$ cat src/rtl/ahb_single_master_pkg.sv
// Shared AHB constants, FSM state encoding and request legality check for the
// single-transfer AHB master.
package ahb_single_master_pkg;

  typedef enum logic [2:0] {
    ST_IDLE,
    ST_ARB,
    ST_ADDR,
    ST_DATA,
    ST_RESP2
  } state_t;

  localparam logic [1:0] HTRANS_IDLE   = 2'b00;
  localparam logic [1:0] HTRANS_NONSEQ = 2'b10;

  localparam logic [1:0] HRESP_OKAY  = 2'd0;
  localparam logic [1:0] HRESP_ERROR = 2'd1;
  localparam logic [1:0] HRESP_RETRY = 2'd2;
  localparam logic [1:0] HRESP_SPLIT = 2'd3;

  localparam logic [2:0] HBURST_SINGLE = 3'd0;

  localparam logic [2:0] HSIZE_HALF = 3'd1;
  localparam logic [2:0] HSIZE_WORD = 3'd2;

  // Sizes above a word, or addresses not aligned to the size, never reach the bus.
  function automatic logic req_illegal(input logic [2:0] size, input logic [1:0] addr_lo);
    logic bad;
    bad = 1'b0;
    if (size > HSIZE_WORD) begin
      bad = 1'b1;
    end else if (size == HSIZE_HALF && addr_lo[0]) begin
      bad = 1'b1;
    end else if (size == HSIZE_WORD && addr_lo != 2'b00) begin
      bad = 1'b1;
    end
    return bad;
  endfunction

endpackage

$ cat src/rtl/ahb_single_master_if.sv
// Request/response handshake plus AHB master-side bus signals.
interface ahb_single_master_if;

  logic        req_valid;
  logic        req_ready;
  logic        req_write;
  logic [31:0] req_addr;
  logic [2:0]  req_size;
  logic [31:0] req_wdata;
  logic [3:0]  req_prot;
  logic        req_lock;
  logic        rsp_valid;
  logic        rsp_error;
  logic [31:0] rsp_rdata;

  logic        hbusreq;
  logic        hlock;
  logic        hgrant;
  logic        hready;
  logic [1:0]  hresp;
  logic [31:0] hrdata;
  logic [1:0]  htrans;
  logic [31:0] haddr;
  logic        hwrite;
  logic [2:0]  hsize;
  logic [2:0]  hburst;
  logic [3:0]  hprot;
  logic [31:0] hwdata;

  modport master (
    input  req_valid, req_write, req_addr, req_size, req_wdata, req_prot, req_lock,
    output req_ready, rsp_valid, rsp_error, rsp_rdata,
    input  hgrant, hready, hresp, hrdata,
    output hbusreq, hlock, htrans, haddr, hwrite, hsize, hburst, hprot, hwdata
  );

  modport slave (
    output req_valid, req_write, req_addr, req_size, req_wdata, req_prot, req_lock,
    input  req_ready, rsp_valid, rsp_error, rsp_rdata,
    output hgrant, hready, hresp, hrdata,
    input  hbusreq, hlock, htrans, haddr, hwrite, hsize, hburst, hprot, hwdata
  );

endinterface

$ cat src/rtl/ahb_single_master.sv
// Single-transfer AHB master: one request at a time, with arbitration, wait
// states and ERROR/RETRY/SPLIT handling. All outputs except req_ready are registered.
module ahb_single_master
  import ahb_single_master_pkg::*;
#(
  parameter int MAX_RETRY = 15
) (
  input  logic                       clk,
  input  logic                       resetn,
  ahb_single_master_if.master        bus
);

  localparam logic [31:0] RETRY_LIMIT = 32'(MAX_RETRY);

  state_t      state, state_d;
  logic [7:0]  retry_cnt, retry_d, retry_inc;
  logic        retry_over;

  logic        cap_write, cap_lock;
  logic [31:0] cap_addr, cap_wdata;
  logic [2:0]  cap_size;
  logic [3:0]  cap_prot;

  logic        rsp_valid_q, rsp_valid_d, rsp_error_q, rsp_error_d;
  logic [31:0] rsp_rdata_q, rsp_rdata_d;
  logic        hbusreq_q, hbusreq_d, hlock_q, hlock_d, hwrite_q, hwrite_d;
  logic [1:0]  htrans_q, htrans_d;
  logic [31:0] haddr_q, haddr_d, hwdata_q, hwdata_d;
  logic [2:0]  hsize_q, hsize_d;
  logic [3:0]  hprot_q, hprot_d;

  assign retry_inc  = (retry_cnt == 8'hFF) ? 8'hFF : retry_cnt + 8'd1;
  assign retry_over = (MAX_RETRY != 0) && ({24'd0, retry_inc} > RETRY_LIMIT);

  always_ff @(posedge clk or negedge resetn) begin
    if (!resetn) begin
      state <= ST_IDLE;
    end else begin
      state <= state_d;
    end
  end

  always_comb begin
    state_d     = state;
    retry_d     = retry_cnt;
    rsp_valid_d = 1'b0;
    rsp_error_d = 1'b0;
    rsp_rdata_d = rsp_rdata_q;
    hbusreq_d   = hbusreq_q;
    hlock_d     = hlock_q;
    htrans_d    = htrans_q;
    haddr_d     = haddr_q;
    hwrite_d    = hwrite_q;
    hsize_d     = hsize_q;
    hprot_d     = hprot_q;
    hwdata_d    = hwdata_q;
    unique case (state)
      ST_IDLE: begin
        if (bus.req_valid) begin
          if (req_illegal(bus.req_size, bus.req_addr[1:0])) begin
            rsp_valid_d = 1'b1;
            rsp_error_d = 1'b1;
          end else begin
            state_d   = ST_ARB;
            retry_d   = 8'd0;
            hbusreq_d = 1'b1;
            hlock_d   = bus.req_lock;
          end
        end
      end
      ST_ARB: begin
        if (bus.hgrant && bus.hready) begin
          state_d  = ST_ADDR;
          htrans_d = HTRANS_NONSEQ;
          haddr_d  = cap_addr;
          hwrite_d = cap_write;
          hsize_d  = cap_size;
          hprot_d  = cap_prot;
        end
      end
      // Once the address phase starts the bus is ours regardless of hgrant.
      ST_ADDR: begin
        if (bus.hready) begin
          state_d   = ST_DATA;
          htrans_d  = HTRANS_IDLE;
          hwdata_d  = cap_wdata;
          hbusreq_d = 1'b0;
        end
      end
      ST_DATA: begin
        if (bus.hready) begin
          state_d     = ST_IDLE;
          hlock_d     = 1'b0;
          rsp_valid_d = 1'b1;
          if (bus.hresp == HRESP_OKAY) begin
            rsp_rdata_d = bus.hrdata;
          end else begin
            rsp_error_d = 1'b1;
          end
        end else if (bus.hresp != HRESP_OKAY) begin
          state_d = ST_RESP2;
        end
      end
      ST_RESP2: begin
        if (bus.hready) begin
          if ((bus.hresp == HRESP_RETRY || bus.hresp == HRESP_SPLIT) && !retry_over) begin
            state_d   = ST_ARB;
            retry_d   = retry_inc;
            hbusreq_d = 1'b1;
          end else begin
            state_d     = ST_IDLE;
            retry_d     = retry_inc;
            hlock_d     = 1'b0;
            rsp_valid_d = 1'b1;
            rsp_error_d = 1'b1;
          end
        end
      end
      default: state_d = ST_IDLE;
    endcase
  end

  // Request capture happens on every IDLE accept; illegal requests never use it.
  always_ff @(posedge clk or negedge resetn) begin
    if (!resetn) begin
      retry_cnt   <= 8'd0;
      cap_write   <= 1'b0;
      cap_lock    <= 1'b0;
      cap_addr    <= '0;
      cap_wdata   <= '0;
      cap_size    <= '0;
      cap_prot    <= '0;
      rsp_valid_q <= 1'b0;
      rsp_error_q <= 1'b0;
      rsp_rdata_q <= '0;
      hbusreq_q   <= 1'b0;
      hlock_q     <= 1'b0;
      htrans_q    <= HTRANS_IDLE;
      haddr_q     <= '0;
      hwrite_q    <= 1'b0;
      hsize_q     <= '0;
      hprot_q     <= '0;
      hwdata_q    <= '0;
    end else begin
      retry_cnt <= retry_d;
      if (state == ST_IDLE && bus.req_valid) begin
        cap_write <= bus.req_write;
        cap_lock  <= bus.req_lock;
        cap_addr  <= bus.req_addr;
        cap_wdata <= bus.req_wdata;
        cap_size  <= bus.req_size;
        cap_prot  <= bus.req_prot;
      end
      rsp_valid_q <= rsp_valid_d;
      rsp_error_q <= rsp_error_d;
      rsp_rdata_q <= rsp_rdata_d;
      hbusreq_q   <= hbusreq_d;
      hlock_q     <= hlock_d;
      htrans_q    <= htrans_d;
      haddr_q     <= haddr_d;
      hwrite_q    <= hwrite_d;
      hsize_q     <= hsize_d;
      hprot_q     <= hprot_d;
      hwdata_q    <= hwdata_d;
    end
  end

  assign bus.req_ready = (state == ST_IDLE);
  assign bus.rsp_valid = rsp_valid_q;
  assign bus.rsp_error = rsp_error_q;
  assign bus.rsp_rdata = rsp_rdata_q;
  assign bus.hbusreq   = hbusreq_q;
  assign bus.hlock     = hlock_q;
  assign bus.htrans    = htrans_q;
  assign bus.haddr     = haddr_q;
  assign bus.hwrite    = hwrite_q;
  assign bus.hsize     = hsize_q;
  assign bus.hburst    = HBURST_SINGLE;
  assign bus.hprot     = hprot_q;
  assign bus.hwdata    = hwdata_q;

endmodule
$ cat src/flat_wrapper.sv
// flat-port wrapper written by rule: the top's interface ports become plain ports
module ahb_single_master_flat import ahb_single_master_pkg::*;
#(
  parameter int MAX_RETRY = 15
)
  (clk, resetn, bus_req_valid, bus_req_write, bus_req_addr, bus_req_size, bus_req_wdata, bus_req_prot, bus_req_lock, bus_req_ready, bus_rsp_valid, bus_rsp_error, bus_rsp_rdata, bus_hgrant, bus_hready, bus_hresp, bus_hrdata, bus_hbusreq, bus_hlock, bus_htrans, bus_haddr, bus_hwrite, bus_hsize, bus_hburst, bus_hprot, bus_hwdata);
  ahb_single_master_if bus_i ();
  input  logic clk;
  input  logic resetn;
  input wire logic [$bits(bus_i.req_valid)-1:0] bus_req_valid;
  input wire logic [$bits(bus_i.req_write)-1:0] bus_req_write;
  input wire logic [$bits(bus_i.req_addr)-1:0] bus_req_addr;
  input wire logic [$bits(bus_i.req_size)-1:0] bus_req_size;
  input wire logic [$bits(bus_i.req_wdata)-1:0] bus_req_wdata;
  input wire logic [$bits(bus_i.req_prot)-1:0] bus_req_prot;
  input wire logic [$bits(bus_i.req_lock)-1:0] bus_req_lock;
  output wire logic [$bits(bus_i.req_ready)-1:0] bus_req_ready;
  output wire logic [$bits(bus_i.rsp_valid)-1:0] bus_rsp_valid;
  output wire logic [$bits(bus_i.rsp_error)-1:0] bus_rsp_error;
  output wire logic [$bits(bus_i.rsp_rdata)-1:0] bus_rsp_rdata;
  input wire logic [$bits(bus_i.hgrant)-1:0] bus_hgrant;
  input wire logic [$bits(bus_i.hready)-1:0] bus_hready;
  input wire logic [$bits(bus_i.hresp)-1:0] bus_hresp;
  input wire logic [$bits(bus_i.hrdata)-1:0] bus_hrdata;
  output wire logic [$bits(bus_i.hbusreq)-1:0] bus_hbusreq;
  output wire logic [$bits(bus_i.hlock)-1:0] bus_hlock;
  output wire logic [$bits(bus_i.htrans)-1:0] bus_htrans;
  output wire logic [$bits(bus_i.haddr)-1:0] bus_haddr;
  output wire logic [$bits(bus_i.hwrite)-1:0] bus_hwrite;
  output wire logic [$bits(bus_i.hsize)-1:0] bus_hsize;
  output wire logic [$bits(bus_i.hburst)-1:0] bus_hburst;
  output wire logic [$bits(bus_i.hprot)-1:0] bus_hprot;
  output wire logic [$bits(bus_i.hwdata)-1:0] bus_hwdata;
  assign bus_i.req_valid = bus_req_valid;
  assign bus_i.req_write = bus_req_write;
  assign bus_i.req_addr = bus_req_addr;
  assign bus_i.req_size = bus_req_size;
  assign bus_i.req_wdata = bus_req_wdata;
  assign bus_i.req_prot = bus_req_prot;
  assign bus_i.req_lock = bus_req_lock;
  assign bus_req_ready = bus_i.req_ready;
  assign bus_rsp_valid = bus_i.rsp_valid;
  assign bus_rsp_error = bus_i.rsp_error;
  assign bus_rsp_rdata = bus_i.rsp_rdata;
  assign bus_i.hgrant = bus_hgrant;
  assign bus_i.hready = bus_hready;
  assign bus_i.hresp = bus_hresp;
  assign bus_i.hrdata = bus_hrdata;
  assign bus_hbusreq = bus_i.hbusreq;
  assign bus_hlock = bus_i.hlock;
  assign bus_htrans = bus_i.htrans;
  assign bus_haddr = bus_i.haddr;
  assign bus_hwrite = bus_i.hwrite;
  assign bus_hsize = bus_i.hsize;
  assign bus_hburst = bus_i.hburst;
  assign bus_hprot = bus_i.hprot;
  assign bus_hwdata = bus_i.hwdata;
  ahb_single_master #(.MAX_RETRY(MAX_RETRY)) u_core (.clk(clk), .resetn(resetn), .bus(bus_i));
endmodule
$ cat config.mk
export PLATFORM = sky130hd
export DESIGN_NAME = ahb_single_master_flat
export DESIGN_NICKNAME = d
export VERILOG_FILES = /design/src/rtl/ahb_single_master_pkg.sv /design/src/rtl/ahb_single_master_if.sv /design/src/rtl/ahb_single_master.sv /design/src/flat_wrapper.sv
export SDC_FILE = /design/constraint.sdc
export NUM_CORES = 1
export LEC_CHECK = 0
export CAP_MARGIN = 20
export CORE_UTILIZATION = 50
export CTS_CLUSTER_SIZE = 10
export DETAILED_ROUTE_END_ITERATION = 10
export PLACE_DENSITY = 0.83
export SLEW_MARGIN = 20
export SYNTH_ARGS = -nofsm -noshare
export SYNTH_HDL_FRONTEND = slang
export SYNTH_SLANG_ARGS = --single-unit
$ cat constraint.sdc
create_clock -name clk -period 3.46 [get_ports clk]
set_clock_uncertainty 0.1 [all_clocks]
set_input_delay 0.346 -clock clk [delete_from_list [all_inputs] [get_ports clk]]
set_output_delay 0.346 -clock clk [all_outputs]
set_load 0.02 [all_outputs]
==> summary.md, run 1 <==
| Metric | Value |
|---|---|
| Dominant cell by count in the synthesized netlist | `sky130_fd_sc_hd__dfrtp_1` |
| Async set or reset register ratio after synthesis | `between 90% and 100%` |
| CP Max Fanout | `32` |
| Clk buf depth | `2` |
| Internal Dissipation | `6300 uW` |
| Drt wl/cell | `between 15 and 20 um` |
| Total clock buffers created by CTS | `17` |
| Cell Count Post-Placement | `about 900` |
| Total Routing Usage GR | `approximately 22%` |
| Share of the cycle needed by the critical path after routing | `74.9%` |
| Number of nets still failing antenna checks after routing | `0` |
| Total number of H-tree levels | `4` |
| Count of TritonRoute iterations in the first routing pass | `4` |
| Dominant cells by area after synthesis | `sky130_fd_sc_hd__dfrtp_1 (62%), sky130_fd_sc_hd__mux2_2 (14%), sky130_fd_sc_hd__mux2_1 (12%)` |
| Worst setup margin | `about 870 ps` |
| Cell types with the highest counts after synthesis | `sky130_fd_sc_hd__dfrtp_1 (192), sky130_fd_sc_hd__mux2_2 (95), sky130_fd_sc_hd__mux2_1 (81)` |
| Power share of the sequential group | `between 40 and 50%` |
| Worst path bufs/invs | `0` |
| Number of instances resized during post-cts repair | `0` |
| Pin count of the biggest net entering global routing | `~100` |
| Clock net sink count | `about 190` |
| Top_reg_cell synth | `sky130_fd_sc_hd__dfrtp_1` |
| Number of flops mapped to enable cells by yosys | `0` |
| Port Buffer Count | `approximately 220` |
| Syn Inst Count | `510` |
| CTS tree | `done` |
| First-pass GRT wire length | `between 20000 and 30000 um` |
| Share of cells above drive strength 1 | `20.2%` |
| Area after detailed placement | `10000 sq um` |
| Cell taking the most area after synthesis | `sky130_fd_sc_hd__dfrtp_1` |
| DR DRC count | `0` |
| Ant. Diodes | `0` |
| Final-layout setup total negative slack | `0 ps` |
| Initial Utilization | `roughly half` |
| Post-synthesis cell type count | `48` |
| CP Capture Type | `flip-flop` |
| Switching power share of the total | `between 30% and 40%` |
| CTS root buffer | `sky130_fd_sc_hd__clkbuf_16` |
| Tot Pwr | `9410 uW` |
| HPWL after DPL | `11800 um` |
| Ordered list of cells on the worst path | `nand2b_1 -> nor2_2 -> nand3_2 -> mux2_1` |
| RSZ-0062 raised after global routing | `false` |
| Number of DRC markers after the initial detailed-route iteration | `223` |
| Max-cap violation count | `0` |
| Floorplan die area | `between 15000 and 20000 sq um` |
| Gr ovfl total | `0` |
| Reg-to-reg startpoint | `u_core.state[2]$_DFFE_PN0P_` |
| Fin crit period | `2590 ps` |
| Yosys warnings | `0` |
| Setup bufs post-CTS | `0` |
| Logic pwr share | `between 30% and 40%` |
| Startpoint of the tightest hold check path | `u_core.cap_wdata[24]$_DFFE_PN0P_` |
| Vias per cell | `between 5 and 6` |
| Result of the run | `finished, final reports clean` |
| Final instance count without filler cells | `932` |
| Net load switching power | `between 3000 and 4000 uW` |
| Sequential area share after synthesis | `between 60% and 70%` |
| Layout overhead on the synthesized area | `37.3%` |
| Areal power density over the cells | `884 nW/um^2` |
| Worst skew pair latency | `between 400 and 500 ps` |
| Vias in the first global route | `about 5200` |
| Max Fclk | `~390 MHz` |
| Die extent in y | `about 130 um` |
| Crit path largest cell delay | `around 650 ps` |
| Classification of the worst-slack hold path | `flip-flop to flip-flop` |
| Startpoint-to-endpoint class of the critical path | `flip-flop to flip-flop` |
| Area of the placeable core | `15100 sq um` |
| Data required time of the worst path | `approximately 3700 ps` |
| Arr. time, crit path | `~2800 ps` |
| Register clock-pin slew on the reported worst setup and hold paths | `around 70 ps` |
| Static leakage | `about 0.0045 uW` |
| Highest ir drop seen on vdd | `around 0.00038 V` |
| Standard-cell rows | `45` |
| IO Pins | `roughly 230` |
| Synthesized area | `around 7700 sq um` |
| Critical Path Source Type | `flip-flop` |
| Pre-CTS setup slack | `684 ps` |
| Antenna violations before repair | `0` |
| Area share of the leading cell type in the synthesized netlist | `62.0%` |
| Clock share of power | `approximately 21%` |
| Worst slew margin | `44.9%` |
| Total wire length | `approximately 17000 um` |
| Finished Cell Area | `about 11000 sq um` |
| Final Hold Viols | `0` |
| Global placement routability congestion | `~0.85` |
| Final-report max-slew violation count | `0` |
| Worst Max-Slew Pin Slew | `a little over 800 ps` |
| Worst setup path start | `u_core.state[2]$_DFFE_PN0P_` |
| Die width | `approximately 130 um` |
| Count of endpoints failing setup in the final report | `0` |
| Gate family responsible for the most delay along the worst path | `simple AND/OR/NAND/NOR gates` |
| Worst-path cell with the longest stage delay | `sky130_fd_sc_hd__nand3_2` |
| Multi-input combinational cell area | `roughly 2700 sq um` |
| Total of flip-flops plus latches after synthesis | `roughly 190` |
| Mean post-synth cell area | `~15 sq um` |
| Fill cells | `approximately 1000` |
| Net count reported at finish | `between 800 and 900` |
| Worst R2R Setup Slack | `between 800 and 900 ps` |
| Total area of sequential cells | `between 4000 and 5000 sq um` |
| Overall via count from detail_route | `around 4900` |
-- routing by layer --
layer	routed length [um]	track usage, %
met1	6620	26.5
met2	9110	39.6
met3	760	5.19
met4	375	8.50
met5	0	0
-- stage by stage --
step,util (%),hold WS (ps)
after detailed placement,66.3,369
after CTS,70.2,385
after global placement,66.3,361
after global routing,70.2,390
after floorplan,-,-49.6
final,70.2,382
-- layout by cell type (no fill, tap or decap), drive strengths merged, types with 4 or more instances in the layout --
cell and instances:
inv 10, mux2 176, nor2 13, dfrtp 192
clkdlybuf4s50 220, nor3 5, a21oi 15, a31oi 4
conb 4, o21ai 14, nand3 4, a31o 4
nand2 12, buf 5, clkinvlp 6, clkbuf 18
-- timing repair --
item                                   in CTS  in global routing
setup endpoints to repair                   0                  0
endpoints found under the hold margin      98                  0
hold buffers                                1                  0
-- power groups by stage --
| stage | Combinational (uW) | Sequential [uW] | Clock (uW) |
|---|---|---|---|
| after detailed placement | 3670 | 3880 | 0 |
| after floorplan | 1390 | 4440 | 0 |
| final | 3630 | 3840 | 1940 |
| after global placement | 3560 | 3790 | 0 |
| after CTS | 3690 | 3850 | 1970 |
| after global routing | 3860 | 3980 | 2070 |
-- final cells by class --
class	instances	area share, %
clock buffers	17	4.00
clock inverters	15	1.52
flip-flops and latches	192	45.2
repair buffers	227	21.5
well taps	188	2.21
multi-input cells	287	25.4
inverters	6	0.212
-- worst paths after layout --
check | end | cells past startpoint
max reg2reg | u_core.bus.rsp_rdata[26]$_DFFE_PN0P_ | 4
max in group asynchronous | u_core.bus.hprot[2]$_DFFE_PN0P_ | 3
min reg2reg | u_core.cap_wdata[24]$_DFFE_PN0P_ | 1
min | u_core.cap_wdata[24]$_DFFE_PN0P_ | 1
min in group asynchronous | u_core.cap_addr[16]$_DFFE_PN0P_ | 2
max | u_core.bus.rsp_rdata[26]$_DFFE_PN0P_ | 4
-- registers in the layout, summed over array words and instances (netlist names) --
register	count
u_core.bus.haddr	32
u_core.bus.hbusreq	1
u_core.bus.hlock	1
u_core.bus.hprot	4
u_core.bus.hsize	3
u_core.bus.htrans	1
u_core.bus.hwdata	32
u_core.bus.hwrite	1
u_core.bus.rsp_error	1
u_core.bus.rsp_rdata	32
u_core.bus.rsp_valid	1
u_core.cap_addr	32
u_core.cap_prot	4
u_core.cap_size	3
u_core.cap_wdata	32
u_core.cap_write	1
u_core.retry_cnt	8
u_core.state	3
-- cell families after synthesis --
family	count (synthesis)	synth area share (%)
AO/OA/AOI/OAI	50	4.46
adder cells (fa/ha/maj)	1	0.162
flip-flops	192	62.0
multiplexers	178	25.8
other	1	0.0484
buffers and inverters	34	3.38
AND/OR/NAND/NOR	53	3.96
XOR/XNOR	1	0.113
No activity file was read; power rests on OpenSTA's default activity.
==> inputs of run 2 (changes only) <==
Settings changed: CORE_UTILIZATION 50 to 43, PLACE_DENSITY 0.83 to 0.76.
Clock period 3.46 ns to 2.2 ns, I/O delays scaled along.
==> run 2 against run 1 <==
Against the previous run: clock power increased by 58%; critical endpoint is now u_core.bus.rsp_error$_DFF_PN0_; clock-buffer cell count increased by 4; register-to-register slack got worse by 700 ps; global-route usage decreased by 2.9 points; first-iteration DRC count increased by 25%; fmax increased by 27%; highest routed layer unchanged; cell count increased by 5.0%; combinational power increased by 60%; hold slack got worse by 110 ps; largest cell class unchanged; core utilization decreased by 7.9 points.
==> summary.md, run 2 (same netlist as run 1, synthesis figures left out) <==
| Metric | Value |
|---|---|
| Finished Cell Area | `10800 sq um (+2.0%)` |
| Port Buffer Count | `221 (unchanged)` |
| RSZ-0062 raised after global routing | `false` |
| Most common cell after layout, fill and taps aside | `sky130_fd_sc_hd__clkdlybuf4s50_1` |
| Floorplan die area | `18600 sq um (+16%)` |
| Layout overhead on the synthesized area | `40.1%` |
| Drt wl/cell | `17.4 um (-4.0%)` |
| Final-layout setup total negative slack | `0 ps (unchanged)` |
| Global placement routability congestion | `0.842 (-0.92%)` |
| Count of endpoints failing setup in the final report | `0 (unchanged)` |
| Power share of the sequential group | `40.5% (-0.3 points)` |
| CP Capture Type | `flip-flop` |
| Share of cells above drive strength 1 | `21.1% (+0.93 points)` |
| Highest ir drop seen on vdd | `0.000730 V (+90%)` |
| Fin crit period | `2030 ps (-559 ps)` |
| Total Routing Usage GR | `19.4% (-2.9 points)` |
| Number of DRC markers after the initial detailed-route iteration | `279 (+25%)` |
| CTS tree | `done` |
| Total wire length | `17000 um (+0.89%)` |
| Areal power density over the cells | `1370 nW/um^2 (+55%)` |
| CP Max Fanout | `5 (-84%)` |
| Worst slew margin | `61.9% (+17 points)` |
| HPWL after DPL | `12300 um (+5.1%)` |
| Final-report max-slew violation count | `0 (unchanged)` |
| Worst-path cell with the longest stage delay | `sky130_fd_sc_hd__dfrtp_1` |
| Layer carrying the most global-route usage | `met2` |
| Tot Pwr | `14900 uW (+58%)` |
| Critical Path Source Type | `flip-flop` |
| Die extent in y | `136 um (+7.7%)` |
| IO Pins | `226 (unchanged)` |
| Register clock-pin slew on the reported worst setup and hold paths | `70 ps (about the same)` |
| Standard-cell rows | `48 (+6.7%)` |
| Total clock buffers created by CTS | `17 (unchanged)` |
| Result of the run | `finished, final reports clean` |
| Net load switching power | `4840 uW (+56%)` |
| Fill cells | `1297 (+28%)` |
| Internal Dissipation | `10100 uW (+60%)` |
| Area after detailed placement | `10200 sq um (+2.0%)` |
| Number of nets still failing antenna checks after routing | `0 (unchanged)` |
| Ant. Diodes | `0 (unchanged)` |
| Most frequent cells in the layout | `sky130_fd_sc_hd__clkdlybuf4s50_1 (219), sky130_fd_sc_hd__dfrtp_1 (192), sky130_fd_sc_hd__mux2_2 (95)` |
| Worst R2R Setup Slack | `170 ps (-700 ps)` |
| Startpoint-to-endpoint class of the critical path | `flip-flop to flip-flop` |
| Final instance count without filler cells | `979 (+5.0%)` |
| Net count reported at finish | `855 (+1.3%)` |
| Clk buf depth | `2 (unchanged)` |
| Ordered list of cells on the worst path | `ha_1 -> and3_1 -> or4_1 -> o21ai_1 -> nand3_2 -> a31o_2` |
| Pin count of the biggest net entering global routing | `67 (-34%)` |
| DR DRC count | `0 (unchanged)` |
| Fraction of met3 tracks used by global routing | `4.77% (-0.42 points)` |
| Final Hold Viols | `0 (unchanged)` |
| Count of TritonRoute iterations in the first routing pass | `4 (unchanged)` |
| Total number of H-tree levels | `4 (unchanged)` |
| Clock net sink count | `192 (unchanged)` |
| Worst skew pair latency | `420 ps (about the same)` |
| Max-cap violation count | `0 (unchanged)` |
| Crit path largest cell delay | `420 ps (-230 ps)` |
| Vias per cell | `5.05 (-3.4%)` |
| Data required time of the worst path | `2410 ps (-1250 ps)` |
| Arr. time, crit path | `2240 ps (-550 ps)` |
| Vias in the first global route | `5380 (+3.6%)` |
| First-pass GRT wire length | `27300 um (about the same)` |
| Met2 routing resource usage after global routing | `34.9% (-4.8 points)` |
| Max Fclk | `492 MHz (+27%)` |
| Share of the cycle needed by the critical path after routing | `92.5% (+18 points)` |
| Static leakage | `0.00460 uW (+2.2%)` |
| CTS root buffer | `sky130_fd_sc_hd__clkbuf_16` |
| Logic pwr share | `38.9% (+0.3 points)` |
| Antenna violations before repair | `0 (unchanged)` |
| Switching power share of the total | `32.4% (-0.53 points)` |
| Worst Max-Slew Pin Slew | `572 ps (-253 ps)` |
| Gr ovfl total | `0 (unchanged)` |
| Initial Utilization | `44.5% (-6.7 points)` |
| Die width | `136 um (+7.7%)` |
| Classification of the worst-slack hold path | `primary input to asynchronous set/reset pin` |
| M1 GR Usage | `22.4% (-4.1 points)` |
| Cell Count Post-Placement | `947 (+5.3%)` |
| Clock share of power | `20.6% (about the same)` |
| Overall via count from detail_route | `4945 (+1.4%)` |
| Area of the placeable core | `17400 sq um (+15%)` |
## run 2: cell count changes in the layout (fill, tap and decap cells not counted), sizes merged
cell	previous run	this run
dlygate4sd2	0	1
clkbuf	18	22
buf	5	16
clkinvlp	6	2
clkdlybuf4s50	220	219
inv	10	9
## run 2: cell type report
class | instances | area (sq um) | share of cell area [%]
sequential | 192 | 4800 | 44.3
inverter | 6 | 22.5 | 0.208
tap | 225 | 282 | 2.60
timing repair buffer | 238 | 2440 | 22.5
multi-input combinational | 287 | 2700 | 24.9
clock buffer | 21 | 470 | 4.34
clock inverter | 10 | 126 | 1.16
## run 2: worst max-delay path: cells and delay by family, from the launching register on
family,cells,cell delay (ps)
AO/OA/AOI/OAI,2,370
flip-flops,1,420
adder cells (fa/ha/maj),1,260
AND/OR/NAND/NOR,3,770
## run 2: worst paths after layout
| path | startpoint | end | cells past startpoint |
|---|---|---|---|
| worst min-delay path | resetn | u_core.bus.hwdata[25]$_DFFE_PN0P_ | 2 |
| max in group asynchronous | resetn | u_core.cap_wdata[15]$_DFFE_PN0P_ | 3 |
| min in group clk | bus_hrdata[6] | u_core.bus.rsp_rdata[6]$_DFFE_PN0P_ | 2 |
| worst max-delay path | u_core.retry_cnt[0]$_DFFE_PN0P_ | u_core.bus.rsp_error$_DFF_PN0_ | 6 |
| worst min register to register | u_core.cap_addr[2]$_DFFE_PN0P_ | u_core.cap_addr[2]$_DFFE_PN0P_ | 1 |
| worst max register to register | u_core.retry_cnt[0]$_DFFE_PN0P_ | u_core.bus.rsp_error$_DFF_PN0_ | 6 |
## run 2: what timing repair did
| action | CTS | global route |
|---|---|---|
| resized for setup | 1 | 0 |
| hold buffers | 1 | 0 |
| hold endpoints to repair | 63 | 0 |
| setup buffers | 0 | 0 |
| endpoints found under the setup margin | 1 | 0 |
## run 2: stage by stage
stage | utilization [%] | hold slack, ps | setup slack (ps)
detailed placement | 58.8 | 167 | 166
floorplan | - | -176 | 305
CTS | 62.3 | 273 | 167
global route | 62.3 | 282 | 73.0
global placement | 58.8 | 157 | 167
finish | 62.3 | 270 | 166
## run 2: power groups by stage
stage                     sequential, uW  clock (uW)  combinational (uW)
after global routing                6250        3290                6190
after CTS                           6050        3150                5890
after global placement              5960           0                5730
after floorplan                     6980           0                2180
after detailed placement            6100           0                5870
final                               6040        3070                5800
## run 2: layer usage
metal	up-vias	part of all wire, %	wire length [um]
met5	-	0	0
met4	0	2.0	333
met3	20	4.2	715
met2	125	54	9230
met1	2525	40	6740
li1	2275	-	-
==> variant (flow settings as in run 1) <==
The 5 states of `state_t` get a one-hot encoding in 5 bits.
--- a/src/rtl/ahb_single_master_pkg.sv
+++ b/src/rtl/ahb_single_master_pkg.sv
@@ -2,12 +2,12 @@
 // single-transfer AHB master.
 package ahb_single_master_pkg;
 
-  typedef enum logic [2:0] {
-    ST_IDLE,
-    ST_ARB,
-    ST_ADDR,
-    ST_DATA,
-    ST_RESP2
+  typedef enum logic [4:0] {
+    ST_IDLE  = 5'b00001,
+    ST_ARB   = 5'b00010,
+    ST_ADDR  = 5'b00100,
+    ST_DATA  = 5'b01000,
+    ST_RESP2 = 5'b10000
   } state_t;
 
   localparam logic [1:0] HTRANS_IDLE   = 2'b00;
Behaviour: no difference found for any inputs over 4 cycles, from zero or initial values and one cycle with resetn low; so few cycles prove little.
==> variant against run 1 <==
- final area grew 1.8%
- total power shrank 8.8%
- area after synthesis grew 1.8%
- setup slack lost 0.014 ns
- critical path depth is the same
- worst hold slack lost 0.062 ns
- routed wire length shrank 2.1%
- first-iteration DRC count shrank 22%
- register-to-register slack gained 0.32 ns
- sequential cell count grew 2
- highest routed layer unchanged
==> variant: results (changes against run 1) <==
Worst path max stage delay 0.63 ns (-0.02 ns); via density per instance 5.13 (-1.9%); CP max stage cell clkdlybuf4s50_1; first-pass GRT wire length 26600 um (-2.4%); Detailed Place HPWL 11800 um (about the same); XOR/XNOR Fraction of Synth Area 0.222% (+0.11 points); Power, Total 8.58 mW (-8.8%); mux cell area share after synthesis 26.5% (+0.69 points); post-synthesis adder-cell area fraction 0.159% (-0.0029 points); pin count of the biggest net entering global routing 77 (-24%); Crit. Startpoint u_core.state[4]$_DFFE_PN0P_; share of layout cells above drive strength 1 29.9% (+9.7 points); Slew HR 55.0% (+10 points); R2R setup slack 1.19 ns (+0.32 ns); status complete, no violations; worst slack at placement 0.743 ns (+0.0590 ns); Max IR drop VDD 0.493 mV (+28%); Critical Path End bus_req_ready; Gate power share 35.4% (-3.2 points); non-filler instance count after layout 958 (+2.8%); FF-to-FF End u_core.bus.rsp_rdata[5]$_DFFE_PN0P_; worst-path fanout max 12 (-63%); Min-Delay Path Class in -> async; FILL cells 1046 (+3.3%); Avg Cell Area, Syn 15.4 um2 (+1.4%)
[variant: metrics by stage]
stage | instance area [um2] | hold WS (ns) | utilization, %
final | 10800 | 0.320 | 70.7
after global routing | 10800 | 0.358 | 70.7
after CTS | 10800 | 0.320 | 70.7
after detailed placement | 10200 | 0.203 | 66.8
after global placement | 10200 | 0.195 | 66.8
after floorplan | 7900 | -0.0496 | -
[variant: layout make-up]
| class | count | area, um2 | share of cell area (%) |
|---|---|---|---|
| clock buffer | 22 | 484 | 4.47 |
| clock inverter | 10 | 97.6 | 0.901 |
| inverter | 5 | 18.8 | 0.173 |
| multi-input combinational | 287 | 2810 | 25.9 |
| sequential | 194 | 4860 | 44.8 |
| tap | 211 | 264 | 2.44 |
| timing repair buffer | 229 | 2300 | 21.3 |
[variant: metal layers]
metal / part of all wire (%) / track usage (%)
met2: 49 / 34.4
met3: 8.3 / 7.54
met1: 41 / 26.2
met4: 1.5 / 7.89
met5: 0 / 0
